**src/rtl/rr_mux_scheduler_if.sv**
```systemverilog
// ----------------------------------------------------------------------------
// rr_mux_scheduler_if
//   Bundles the request side and the output side of the round-robin mux
//   scheduler.
//
//   Signals:
//     req[3:0]        per-channel request, bit i = channel i has a word
//     a, b, c, d      channel 0..3 data words (4 bits each)
//     out_ready       downstream accepts out_data this cycle
//     sel[1:0]        index of the channel last loaded (mux select)
//     grant[3:0]      one-hot, one-cycle acknowledge to the loaded channel
//     out_data[3:0]   registered word of the selected channel
//     out_valid       out_data holds an unconsumed word
//     xfer_count      completed output handshakes, modulo 2^CNT_W
//
//   Handshake: a word moves downstream on every rising edge where
//   out_valid && out_ready. out_valid, out_data and sel stay stable while
//   out_valid && !out_ready. Requesters hold req/data until they see their
//   grant bit.
//
//   Modports:
//     slave  - the scheduler (consumes requests, produces output)
//     master - the environment (requesters and downstream consumer)
// ----------------------------------------------------------------------------
interface rr_mux_scheduler_if #(
    parameter int CNT_W = 8
);
    logic [3:0]       req;
    logic [3:0]       a;
    logic [3:0]       b;
    logic [3:0]       c;
    logic [3:0]       d;
    logic             out_ready;
    logic [1:0]       sel;
    logic [3:0]       grant;
    logic [3:0]       out_data;
    logic             out_valid;
    logic [CNT_W-1:0] xfer_count;

    modport slave (
        input  req, a, b, c, d, out_ready,
        output sel, grant, out_data, out_valid, xfer_count
    );

    modport master (
        output req, a, b, c, d, out_ready,
        input  sel, grant, out_data, out_valid, xfer_count
    );
endinterface

```
**src/rtl/rr_mux_scheduler.sv**
```systemverilog
// ----------------------------------------------------------------------------
// rr_mux_scheduler
//   Round-robin scheduler for a 4-channel, 4-bit mux stage. Picks one of four
//   requesting channels, registers its word in a one-entry output buffer
//   under a valid/ready handshake, drives the mux select, and counts
//   completed output transfers.
//
//   Ports:
//     clk          rising-edge clock
//     rst          synchronous reset, active-high
//     sched        rr_mux_scheduler_if.slave (requests, data, output handshake)
//     o_dbg_state  current FSM state (0 = EMPTY, 1 = FULL)
//     o_dbg_ptr    round-robin pointer (first channel searched next)
//
//   All outputs are registered; there is no combinational path from req to
//   any output.
// ----------------------------------------------------------------------------
module rr_mux_scheduler #(
    parameter int CNT_W = 8
) (
    input  logic                   clk,
    input  logic                   rst,
    rr_mux_scheduler_if.slave      sched,
    output logic                   o_dbg_state,
    output logic [1:0]             o_dbg_ptr
);

    typedef enum logic {
        EMPTY = 1'b0,
        FULL  = 1'b1
    } state_t;

    state_t           r_state;
    state_t           w_state_nxt;
    logic [1:0]       r_ptr;
    logic [1:0]       r_sel;
    logic [3:0]       r_grant;
    logic [3:0]       r_data;
    logic [CNT_W-1:0] r_count;

    logic [3:0]       w_ereq;
    logic             w_found;
    logic [1:0]       w_win;
    logic [3:0]       w_win_data;
    logic             w_load;
    logic             w_hs;

    // The channel granted last cycle may still show its old request; masking
    // it keeps the same word from being loaded twice.
    assign w_ereq = sched.req & ~r_grant;

    // Search ptr, ptr+1, ptr+2, ptr+3; the 2-bit add wraps mod 4.
    always_comb begin
        w_found = 1'b0;
        w_win   = r_ptr;
        for (int i = 0; i < 4; i++) begin
            if (!w_found && w_ereq[r_ptr + 2'(i)]) begin
                w_found = 1'b1;
                w_win   = r_ptr + 2'(i);
            end
        end
    end

    always_comb begin
        w_win_data = sched.a;
        case (w_win)
            2'd0:    w_win_data = sched.a;
            2'd1:    w_win_data = sched.b;
            2'd2:    w_win_data = sched.c;
            default: w_win_data = sched.d;
        endcase
    end

    assign w_hs   = (r_state == FULL) && sched.out_ready;
    assign w_load = w_found && ((r_state == EMPTY) || sched.out_ready);

    // Next state: a load always leaves the buffer FULL (including
    // back-to-back handshake+load); a handshake with no load drains it.
    always_comb begin
        w_state_nxt = r_state;
        if (w_load) begin
            w_state_nxt = FULL;
        end else if (w_hs) begin
            w_state_nxt = EMPTY;
        end
    end

    always_ff @(posedge clk) begin
        if (rst) begin
            r_state <= EMPTY;
        end else begin
            r_state <= w_state_nxt;
        end
    end

    always_ff @(posedge clk) begin
        if (rst) begin
            r_ptr   <= 2'd0;
            r_sel   <= 2'd0;
            r_grant <= 4'd0;
            r_data  <= 4'd0;
            r_count <= '0;
        end else begin
            // grant is a one-cycle pulse following a load only.
            r_grant <= 4'd0;
            if (w_load) begin
                r_data  <= w_win_data;
                r_sel   <= w_win;
                r_grant <= 4'b0001 << w_win;
                r_ptr   <= w_win + 2'd1;
            end
            if (w_hs) begin
                r_count <= r_count + 1'b1;
            end
        end
    end

    assign sched.sel        = r_sel;
    assign sched.grant      = r_grant;
    assign sched.out_data   = r_data;
    assign sched.out_valid  = (r_state == FULL);
    assign sched.xfer_count = r_count;

    assign o_dbg_state = r_state;
    assign o_dbg_ptr   = r_ptr;

endmodule

```
**src/flat_wrapper.sv**
```systemverilog
// flat-port wrapper written by rule: the top's interface ports become plain ports
module rr_mux_scheduler_flat 
#(
    parameter int CNT_W = 8
)
  (clk, rst, o_dbg_state, o_dbg_ptr, sched_req, sched_a, sched_b, sched_c, sched_d, sched_out_ready, sched_sel, sched_grant, sched_out_data, sched_out_valid, sched_xfer_count);
  rr_mux_scheduler_if #(.CNT_W(CNT_W)) sched_i ();
  input  logic clk;
  input  logic rst;
  output logic o_dbg_state;
  output logic [1:0] o_dbg_ptr;
  input wire logic [$bits(sched_i.req)-1:0] sched_req;
  input wire logic [$bits(sched_i.a)-1:0] sched_a;
  input wire logic [$bits(sched_i.b)-1:0] sched_b;
  input wire logic [$bits(sched_i.c)-1:0] sched_c;
  input wire logic [$bits(sched_i.d)-1:0] sched_d;
  input wire logic [$bits(sched_i.out_ready)-1:0] sched_out_ready;
  output wire logic [$bits(sched_i.sel)-1:0] sched_sel;
  output wire logic [$bits(sched_i.grant)-1:0] sched_grant;
  output wire logic [$bits(sched_i.out_data)-1:0] sched_out_data;
  output wire logic [$bits(sched_i.out_valid)-1:0] sched_out_valid;
  output wire logic [$bits(sched_i.xfer_count)-1:0] sched_xfer_count;
  assign sched_i.req = sched_req;
  assign sched_i.a = sched_a;
  assign sched_i.b = sched_b;
  assign sched_i.c = sched_c;
  assign sched_i.d = sched_d;
  assign sched_i.out_ready = sched_out_ready;
  assign sched_sel = sched_i.sel;
  assign sched_grant = sched_i.grant;
  assign sched_out_data = sched_i.out_data;
  assign sched_out_valid = sched_i.out_valid;
  assign sched_xfer_count = sched_i.xfer_count;
  rr_mux_scheduler #(.CNT_W(CNT_W)) u_core (.clk(clk), .rst(rst), .sched(sched_i), .o_dbg_state(o_dbg_state), .o_dbg_ptr(o_dbg_ptr));
endmodule
```
**config.mk**
```make
export PLATFORM = sky130hd
export DESIGN_NAME = rr_mux_scheduler_flat
export DESIGN_NICKNAME = d
export VERILOG_FILES = /design/src/rtl/rr_mux_scheduler_if.sv /design/src/rtl/rr_mux_scheduler.sv /design/src/flat_wrapper.sv
export SDC_FILE = /design/constraint.sdc
export NUM_CORES = 1
export LEC_CHECK = 0
export BUFFER_PORTS_ARGS = -buffer_cell sky130_fd_sc_hd__buf_2
export CORE_MARGIN = 2
export CORE_UTILIZATION = 50
export CTS_CLUSTER_SIZE = 8
export DETAILED_ROUTE_END_ITERATION = 12
export PLACE_DENSITY_LB_ADDON = 0.12
export SLEW_MARGIN = 20
export SYNTH_ARGS = -nofsm -noshare
export SYNTH_HDL_FRONTEND = slang
export SYNTH_SLANG_ARGS = --single-unit
```
**constraint.sdc**
```tcl
create_clock -name clk -period 3.5 [get_ports clk]
set_input_delay 0.7 -clock clk [delete_from_list [all_inputs] [get_ports clk]]
set_output_delay 0.7 -clock clk [all_outputs]
set_load 0.02 [all_outputs]
```
==> flow_metrics.tcl, run 1 <==
set metrics [dict create \
    syn_avg_cell_area_um2 8.81 \
    r2r_setup_slack_ns 1.15 \
    synth_top_flop_cell "dfxtp_1" \
    grt_pass1_wl_mm 3.80 \
    numCtsBuffers 3 \
    yosysTopAreaCellShare 0.398 \
    cts-resized-gates 0 \
    seq_area_frac_synth 0.398 \
    ys_top_cells_by_count "21 x dfxtp_1, 14 x nand2_1, 13 x nor2_1, 7 x a21oi_1, 7 x o21ai_0" \
    diodes 0 \
    vias 1019 \
    synthCells 120 \
    ys_ff_latch 21 \
    holdPathStages 2 \
    finalSetupTns_ns 0 \
    dr.pass1.iters 4 \
    status "finished clean" \
    cp-end-kind "flip-flop" \
    area_growth_pct 24.5 \
    synth-edff-count 0 \
    clock.fmax_mhz 419 \
    antenna_found_initial 0 \
    layout-drive-gt1-share 0.341 \
    rsz0062_at_grt "false" \
    cts_hold_buf 0 \
    route.detailed.drc 0 \
    grt_usage 0.200 \
    cts_setup_buffers 0 \
    irDropWorstVdd_uv 316 \
    fp.dieW_um 50.0 \
    holdCritPathClass "reg -> reg" \
    std_cell_rows 16 \
    path_clk_slew_ns 0.12 \
    r2r_start "u_core.o_dbg_ptr[1]" \
    p_leak_nw 0.622 \
    relSlewSlack 0.703 \
    seqPwrFrac 0.431 \
    max_cap_violations 0 \
    netlist_area_um2 1060 \
    synth.distinct_cells 36 \
    hold_end "u_core.sched.out_data[1]" \
    clkPwrFrac 0.166 \
    power.density_nw_per_um2 530 \
    grt_max_degree 21 \
    reg2reg_to "u_core.sched.out_data[3]" \
    cp.arrival_ns 2.59 \
    ant_nets 0 \
    slew_violations 0 \
    p_comb_frac 0.403 \
    wl_per_cell_um 12.0 \
    gp_congestion 0.761 \
    internal-power_w 0.000429 \
    required_ns 3.70 \
    synthesis.nets 148 \
    hold_viol 0 \
    power_switching_w 0.000269 \
    initial_core_util 0.533 \
    die_area_um2 2500 \
    fin_crit_sh 0.682 \
    setup_violations 0 \
    netSwitchingFraction 0.385 \
    ys_warn_count 0 \
    drt_iter0_markers 16 \
    wirelength_mm 2.29 \
    cts.sinks 21 \
    worstMarginPinSlew_ns 0.443 \
    worstRegToRegCells 10 \
    start_kind "primary input" \
    core_area_um2 1980 \
    yosysMostFrequentCell "dfxtp_1" \
    hpwlAfterDp_mm 1.78 \
    io_pins 45 \
    grt_overflow 0 \
    clockBufferDepth 2 \
    synth_top_cell_by_area "dfxtp_1" \
    fin_skew_ns 0.00975 \
    multiInputGateArea_um2 596 \
    regArea_um2 420 \
    vias_per_cell 5.34 \
    clkLatencyLatePin_ns 0.31 \
    crit_type "in -> reg" \
    period_needed_ns 2.39 \
    cts_tree "done" \
    die_h_um 50.0 \
    hp-start "u_core.sched.out_data[1]" \
    fillCellCount 182 \
    root_buffer "clkbuf_4" \
    final_nets 193 \
    port_buffers 44 \
    async_reset_ff_frac 0 \
    grt_pass1_vias 905 \
    yosys-top-cells-area "dfxtp_1 40%, ha_1 5.9%, nand2_1 5.0%" \
    power.total_w 0.000698 \
    crit_fanout 9 \
    ctsHtreeMaxLevel 1 \
]
layout make-up:
cell class	instances	area share
flip-flops and latches	21	0.319
well taps	27	0.0257
clock inverters	1	0.00380
inverters	5	0.0143
repair buffers	44	0.167
clock buffers	3	0.0171
multi-input cells	90	0.452
critical path: stages:
cell	delay (ns)
buf_2	0.10
nand2b_1	0.17
a21o_1	0.16
o21ai_2	0.07
a221oi_4	0.42
inv_1	0.12
ha_1	0.25
a222oi_1	0.32
o21ai_0	0.13
nand2_1	0.08
a21oi_1	0.06
power by group through the flow:
stage,clock network (W),logic (W),registers (W)
2_1_floorplan,0,0.000166,0.000342
3_3_place_gp,0,0.000274,0.000304
3_5_place_dp,0,0.000280,0.000305
4_1_cts,0.000121,0.000282,0.000301
5_1_grt,0.000125,0.000307,0.000306
6_report,0.000116,0.000281,0.000301
state kept, by name (all words and copies together) (netlist names):
signal and count:
u_core.sched.xfer_count 8, u_core.sched.grant 4, u_core.sched.out_data 4, u_core.o_dbg_ptr 2, u_core.sched.sel 2, u_core.o_dbg_state 1
placed cells by master (no fill, tap or decap), drive strengths merged, types with 2 or more instances in the layout:
cell type and instances:
dfxtp 21, xor2 4, o21ai 8, nand3 5, inv 5, a21oi 8, a222oi 4, a211oi 3
ha 5, nor2 13, nand2b 6, clkbuf 3, a21o 2, xnor2 2, nand2 14, buf 44
nor2b 2
worst max-delay path by stage:
| stage | slack (ns) | endpoint | cells after the start | from |
|---|---|---|---|---|
| final | 1.11 | u_core.sched.out_data[3] | 11 | sched_req[2] |
| after CTS | 1.13 | u_core.sched.out_data[3] | 10 | sched_req[3] |
| after detailed placement | 0.79 | u_core.sched.out_data[3] | 10 | sched_req[3] |
| after global routing | 0.91 | u_core.sched.out_data[3] | 10 | u_core.o_dbg_ptr[1] |
| after global placement | 0.85 | u_core.sched.out_data[3] | 11 | sched_req[2] |
| after floorplan | 1.12 | u_core.sched.out_data[2] | 9 | sched_req[3] |
metrics by stage:
stage / hold WS [ns] / instance area, um2 / util / cells / setup WS (ns)
after floorplan: 0.530 / 1060 / - / 120 / 1.12
after global placement: 0.439 / 1290 / 0.650 / 187 / 0.851
after detailed placement: 0.449 / 1290 / 0.650 / 187 / 0.794
after CTS: 0.469 / 1320 / 0.664 / 191 / 1.13
after global routing: 0.492 / 1320 / 0.664 / 191 / 0.915
final: 0.466 / 1320 / 0.664 / 191 / 1.11
layer usage:
metal / up-vias / share of wire / global-route usage
met4: 0 / 0.020 / 0.106
li1: 515 / - / -
met2: 32 / 0.48 / 0.336
met3: 4 / 0.046 / 0.0303
met1: 468 / 0.45 / 0.242
met5: - / 0 / 0
kinds of logic (layout without fill, tap and decap cells):
| kind of cell | after synthesis | in the layout | synth area share |
|---|---|---|---|
| AND/OR/NAND/NOR | 50 | 50 | 0.245 |
| AO/OA/AOI/OAI | 29 | 29 | 0.209 |
| flip-flops | 21 | 21 | 0.398 |
| buffers and inverters | 9 | 53 | 0.0390 |
| XOR/XNOR | 6 | 6 | 0.0497 |
| adder cells (fa/ha/maj) | 5 | 5 | 0.0592 |
Note: power is estimated with default switching activity, not from simulation.
==> run 2: changes to the inputs <==
Settings changed: CORE_UTILIZATION 50 to 46.
Clock period 3.5 ns to 2.2 ns, I/O delays scaled along.
==> flow_metrics.tcl, run 2 (synthesized netlist as in run 1, its figures left out) <==
set metrics [dict create \
    status "finished clean" \
    std_cell_rows 17 \
    p_leak_nw 0.638 \
    ant_nets 0 \
    core_area_um2 2190 \
    cts-resized-gates 0 \
    numCtsBuffers 3 \
    max_cap_violations 0 \
    reg2reg_to "u_core.sched.out_data[2]" \
    final_cell_mix "44 x buf_2, 20 x dfxtp_1, 14 x nand2_1" \
    period_needed_ns 2.05 \
    r2r_start "u_core.sched.grant[0]" \
    antenna_found_initial 0 \
    clockBufferDepth 2 \
    largest_reg_flops 8 \
    cts.sinks 21 \
    fin_skew_ns 0.00164 \
    hp-start "sched_out_ready" \
    required_ns 2.39 \
    gp_congestion 0.695 \
    area_growth_pct 28.4 \
    drt_iter0_markers 21 \
    layout_commonest_cell "buf_2" \
    hpwlAfterDp_mm 1.76 \
    wirelength_mm 2.35 \
    io_pins 45 \
    relSlewSlack 0.717 \
    final_nets 197 \
    vias 1017 \
    slew_violations 0 \
    path_clk_slew_ns 0.11 \
    clkLatencyLatePin_ns 0.30 \
    cp-end-kind "flip-flop" \
    grt_max_degree 21 \
    crit_type "reg -> reg" \
    clock.fmax_mhz 487 \
    port_buffers 44 \
    worstMarginPinSlew_ns 0.423 \
    grt_usage 0.188 \
    cp.arrival_ns 2.24 \
    grt_pass1_wl_mm 3.77 \
    cts_setup_buffers 0 \
    vias_per_cell 5.19 \
    rsz0062_at_grt "false" \
    cts_tree "done" \
    fillCellCount 210 \
    diodes 0 \
    fin_crit_sh 0.934 \
    power.total_w 0.00115 \
    die_area_um2 2700 \
    start_kind "flip-flop" \
    initial_core_util 0.483 \
    r2r_setup_slack_ns 0.15 \
    die_h_um 51.9 \
    wl_per_cell_um 12.0 \
    power.density_nw_per_um2 849 \
    hold_viol 0 \
    grt_overflow 0 \
    route.detailed.drc 0 \
    irDropWorstVdd_uv 608 \
    setup_violations 0 \
    layout.cells.non_filler 196 \
    dpl.cell_count 192 \
    root_buffer "clkbuf_4" \
    dr.pass1.iters 4 \
    grt_pass1_vias 891 \
    holdCritPathClass "in -> reg" \
    holdPathStages 3 \
    cts_hold_buf 0 \
    fp.dieW_um 51.9 \
    worstRegToRegCells 9 \
    crit_fanout 8 \
    ctsHtreeMaxLevel 1 \
    layout-drive-gt1-share 0.381 \
    hold_end "u_core.sched.xfer_count[1]" \
]
-- run 2: changes by cell type in the layout (fill, tap and decap cells not counted), moves of 2 or more --
cell and change:
nand2b_2 +2, o21ai_0 -2, o21ai_1 +2, nand2b_1 -2
buf_4 +4
-- run 2: metal layers --
metal	vias to the layer above	global-route usage	wire length (um)
met5	-	0	0
met3	4	0.0517	137
met2	30	0.312	1100
li1	522	-	-
met1	461	0.236	1100
met4	0	0.0526	18
-- run 2: per-stage QoR --
stage          hold WS [ns]  cell area [um2]  TNS [ns]  setup WS, ns  utilization
2_1_floorplan         0.530             1060         0        0.0294            -
3_3_place_gp          0.441             1320   -0.0565       -0.0352        0.603
3_5_place_dp          0.447             1320    -0.278        -0.104        0.603
4_1_cts               0.425             1350         0        0.0714        0.615
5_1_grt               0.445             1360         0       0.00354        0.620
6_report              0.434             1360         0         0.145        0.620
-- run 2: how the worst max path moves through the flow --
stage                               start                  endpoint  depth (start not counted)
detailed placement           sched_req[3]  u_core.sched.out_data[3]                         10
CTS                 u_core.sched.grant[0]  u_core.sched.out_data[2]                         10
global placement             sched_req[0]  u_core.sched.out_data[2]                         11
floorplan           u_core.sched.grant[2]  u_core.sched.out_data[2]                         10
global route        u_core.sched.grant[0]  u_core.sched.out_data[2]                         10
finish              u_core.sched.grant[0]  u_core.sched.out_data[2]                          9
-- run 2: area by class of cell --
class | instances | area (um2) | area share
inverters | 5 | 18.8 | 0.0138
repair buffers | 48 | 250 | 0.184
clock buffers | 4 | 26.3 | 0.0194
well taps | 28 | 35.0 | 0.0258
flip-flops and latches | 21 | 422 | 0.311
multi-input cells | 90 | 606 | 0.446
-- run 2: where the power goes --
part,total (W),internal [W],switching (W)
Sequential,0.000476,0.000433,0.0000428
Clock,0.000183,0.0000707,0.000112
Combinational,0.000493,0.000213,0.000280
-- run 2: critical path, stage by stage (launching register included) --
cell      delay [ns]
dfxtp_1         0.33
nand2b_2        0.22
o22ai_1         0.27
a221oi_4        0.11
buf_4           0.17
ha_1            0.23
a222oi_1        0.32
o21ai_0         0.14
nand2_1         0.09
a21oi_1         0.06
==> run 3: changes to the inputs <==
Settings changed: CORE_UTILIZATION 46 to 30.
==> flow_metrics.tcl, run 3 (synthesized netlist as in run 1, its figures left out) <==
set metrics [dict create \
    vias 1032 \
    ant_nets 0 \
    crit_fanout 4 \
    wl_per_cell_um 11.3 \
    die_h_um 63.4 \
    grt_usage 0.131 \
    required_ns 2.39 \
    die_area_um2 4020 \
    fillCellCount 390 \
    power.density_nw_per_um2 831 \
    drt_iter0_markers 21 \
    largest_reg_flops 8 \
    core_area_um2 3360 \
    dpl.cell_count 213 \
    antenna_found_initial 0 \
    dr.pass1.iters 4 \
    fin_skew_ns 0.00580 \
    cts_setup_buffers 0 \
    max_cap_violations 0 \
    ctsHtreeMaxLevel 1 \
    hold_viol 0 \
    cts.sinks 21 \
    final_cell_mix "44 x buf_2, 20 x dfxtp_1, 14 x nand2_1" \
    clock.fmax_mhz 497 \
    grt_overflow 0 \
    final_nets 200 \
    p_leak_nw 0.654 \
    relSlewSlack 0.696 \
    vias_per_cell 4.76 \
    initial_core_util 0.314 \
    pre_cts_ws_ns -0.114 \
    irDropWorstVdd_uv 286 \
    worstMarginPinSlew_ns 0.454 \
    port_buffers 44 \
    layout-drive-gt1-share 0.392 \
    grt_pass1_wl_mm 4.19 \
    crit_type "reg -> reg" \
    grt_max_degree 21 \
    cp-end-kind "flip-flop" \
    io_pins 45 \
    diodes 0 \
    root_buffer "clkbuf_4" \
    status "finished clean" \
    layout_commonest_cell "buf_2" \
    fp.dieW_um 63.4 \
    route.detailed.drc 0 \
    path_clk_slew_ns 0.12 \
    gp_congestion 0.721 \
    cts_tree "done" \
    cp.arrival_ns 2.20 \
    hpwlAfterDp_mm 1.94 \
    holdCritPathClass "in -> reg" \
    period_needed_ns 2.01 \
    area_growth_pct 32.5 \
    grt_pass1_vias 973 \
    layout.cells.non_filler 217 \
    std_cell_rows 21 \
    r2r_setup_slack_ns 0.19 \
    clkLatencyLatePin_ns 0.30 \
    start_kind "flip-flop" \
    fin_crit_sh 0.915 \
    setup_violations 0 \
    clockBufferDepth 2 \
    slew_violations 0 \
    setup_ws_ns 0.187 \
    wirelength_mm 2.46 \
    numCtsBuffers 3 \
]
[run 3: worst max-delay path, cell delays in order (launching register included)]
cell and delay (ns):
dfxtp_1 0.34, nor2b_1 0.19, o22ai_1 0.16, a221oi_4 0.31, inv_1 0.10, ha_2 0.21, a222oi_1 0.36, o21ai_1 0.11
nand2_1 0.08, a21oi_1 0.07
[run 3: worst paths after layout]
kind | cells past startpoint | startpoint | to
worst max-delay path | 9 | u_core.sched.grant[3] | u_core.sched.out_data[3]
worst min-delay path | 3 | sched_out_ready | u_core.sched.xfer_count[1]
worst max register to register | 9 | u_core.sched.grant[3] | u_core.sched.out_data[3]
worst min register to register | 2 | u_core.sched.out_data[1] | u_core.sched.out_data[1]
[run 3: repair_timing]
action / 4_1_cts / 5_1_grt
setup endpoints to repair: 0 / 4
hold buffers: 0 / 0
resized for setup: 0 / 6
[run 3: metrics by stage]
step	instance area, um2	hold slack [ns]	setup TNS, ns	total power (W)	utilization
2_1_floorplan	1060	0.530	0	0.000809	-
3_3_place_gp	1370	0.443	-0.169	0.000976	0.406
3_5_place_dp	1370	0.450	-0.272	0.000981	0.406
4_1_cts	1390	0.400	0	0.00118	0.414
5_1_grt	1400	0.411	-0.0214	0.00126	0.417
6_report	1400	0.419	0	0.00116	0.417
[run 3: metal layers]
metal | track usage | wire [um] | vias to the layer above
met5 | 0 | 0 | -
met4 | 0.0408 | 20 | 0
met3 | 0.0321 | 140 | 2
met2 | 0.211 | 1160 | 23
met1 | 0.172 | 1140 | 475
li1 | - | - | 532
[run 3: cell type report]
cell class | instances | area (um2) | share of cell area
inverters | 5 | 18.8 | 0.0134
clock buffers | 3 | 22.5 | 0.0161
repair buffers | 51 | 273 | 0.195
clock inverters | 1 | 5.00 | 0.00357
flip-flops and latches | 21 | 422 | 0.301
multi-input cells | 90 | 603 | 0.430
well taps | 46 | 57.6 | 0.0411
[run 3: report_power, final]
part           switching (W)  internal [W]
Clock               0.000121     0.0000677
Sequential         0.0000426      0.000433
Combinational       0.000276      0.000224
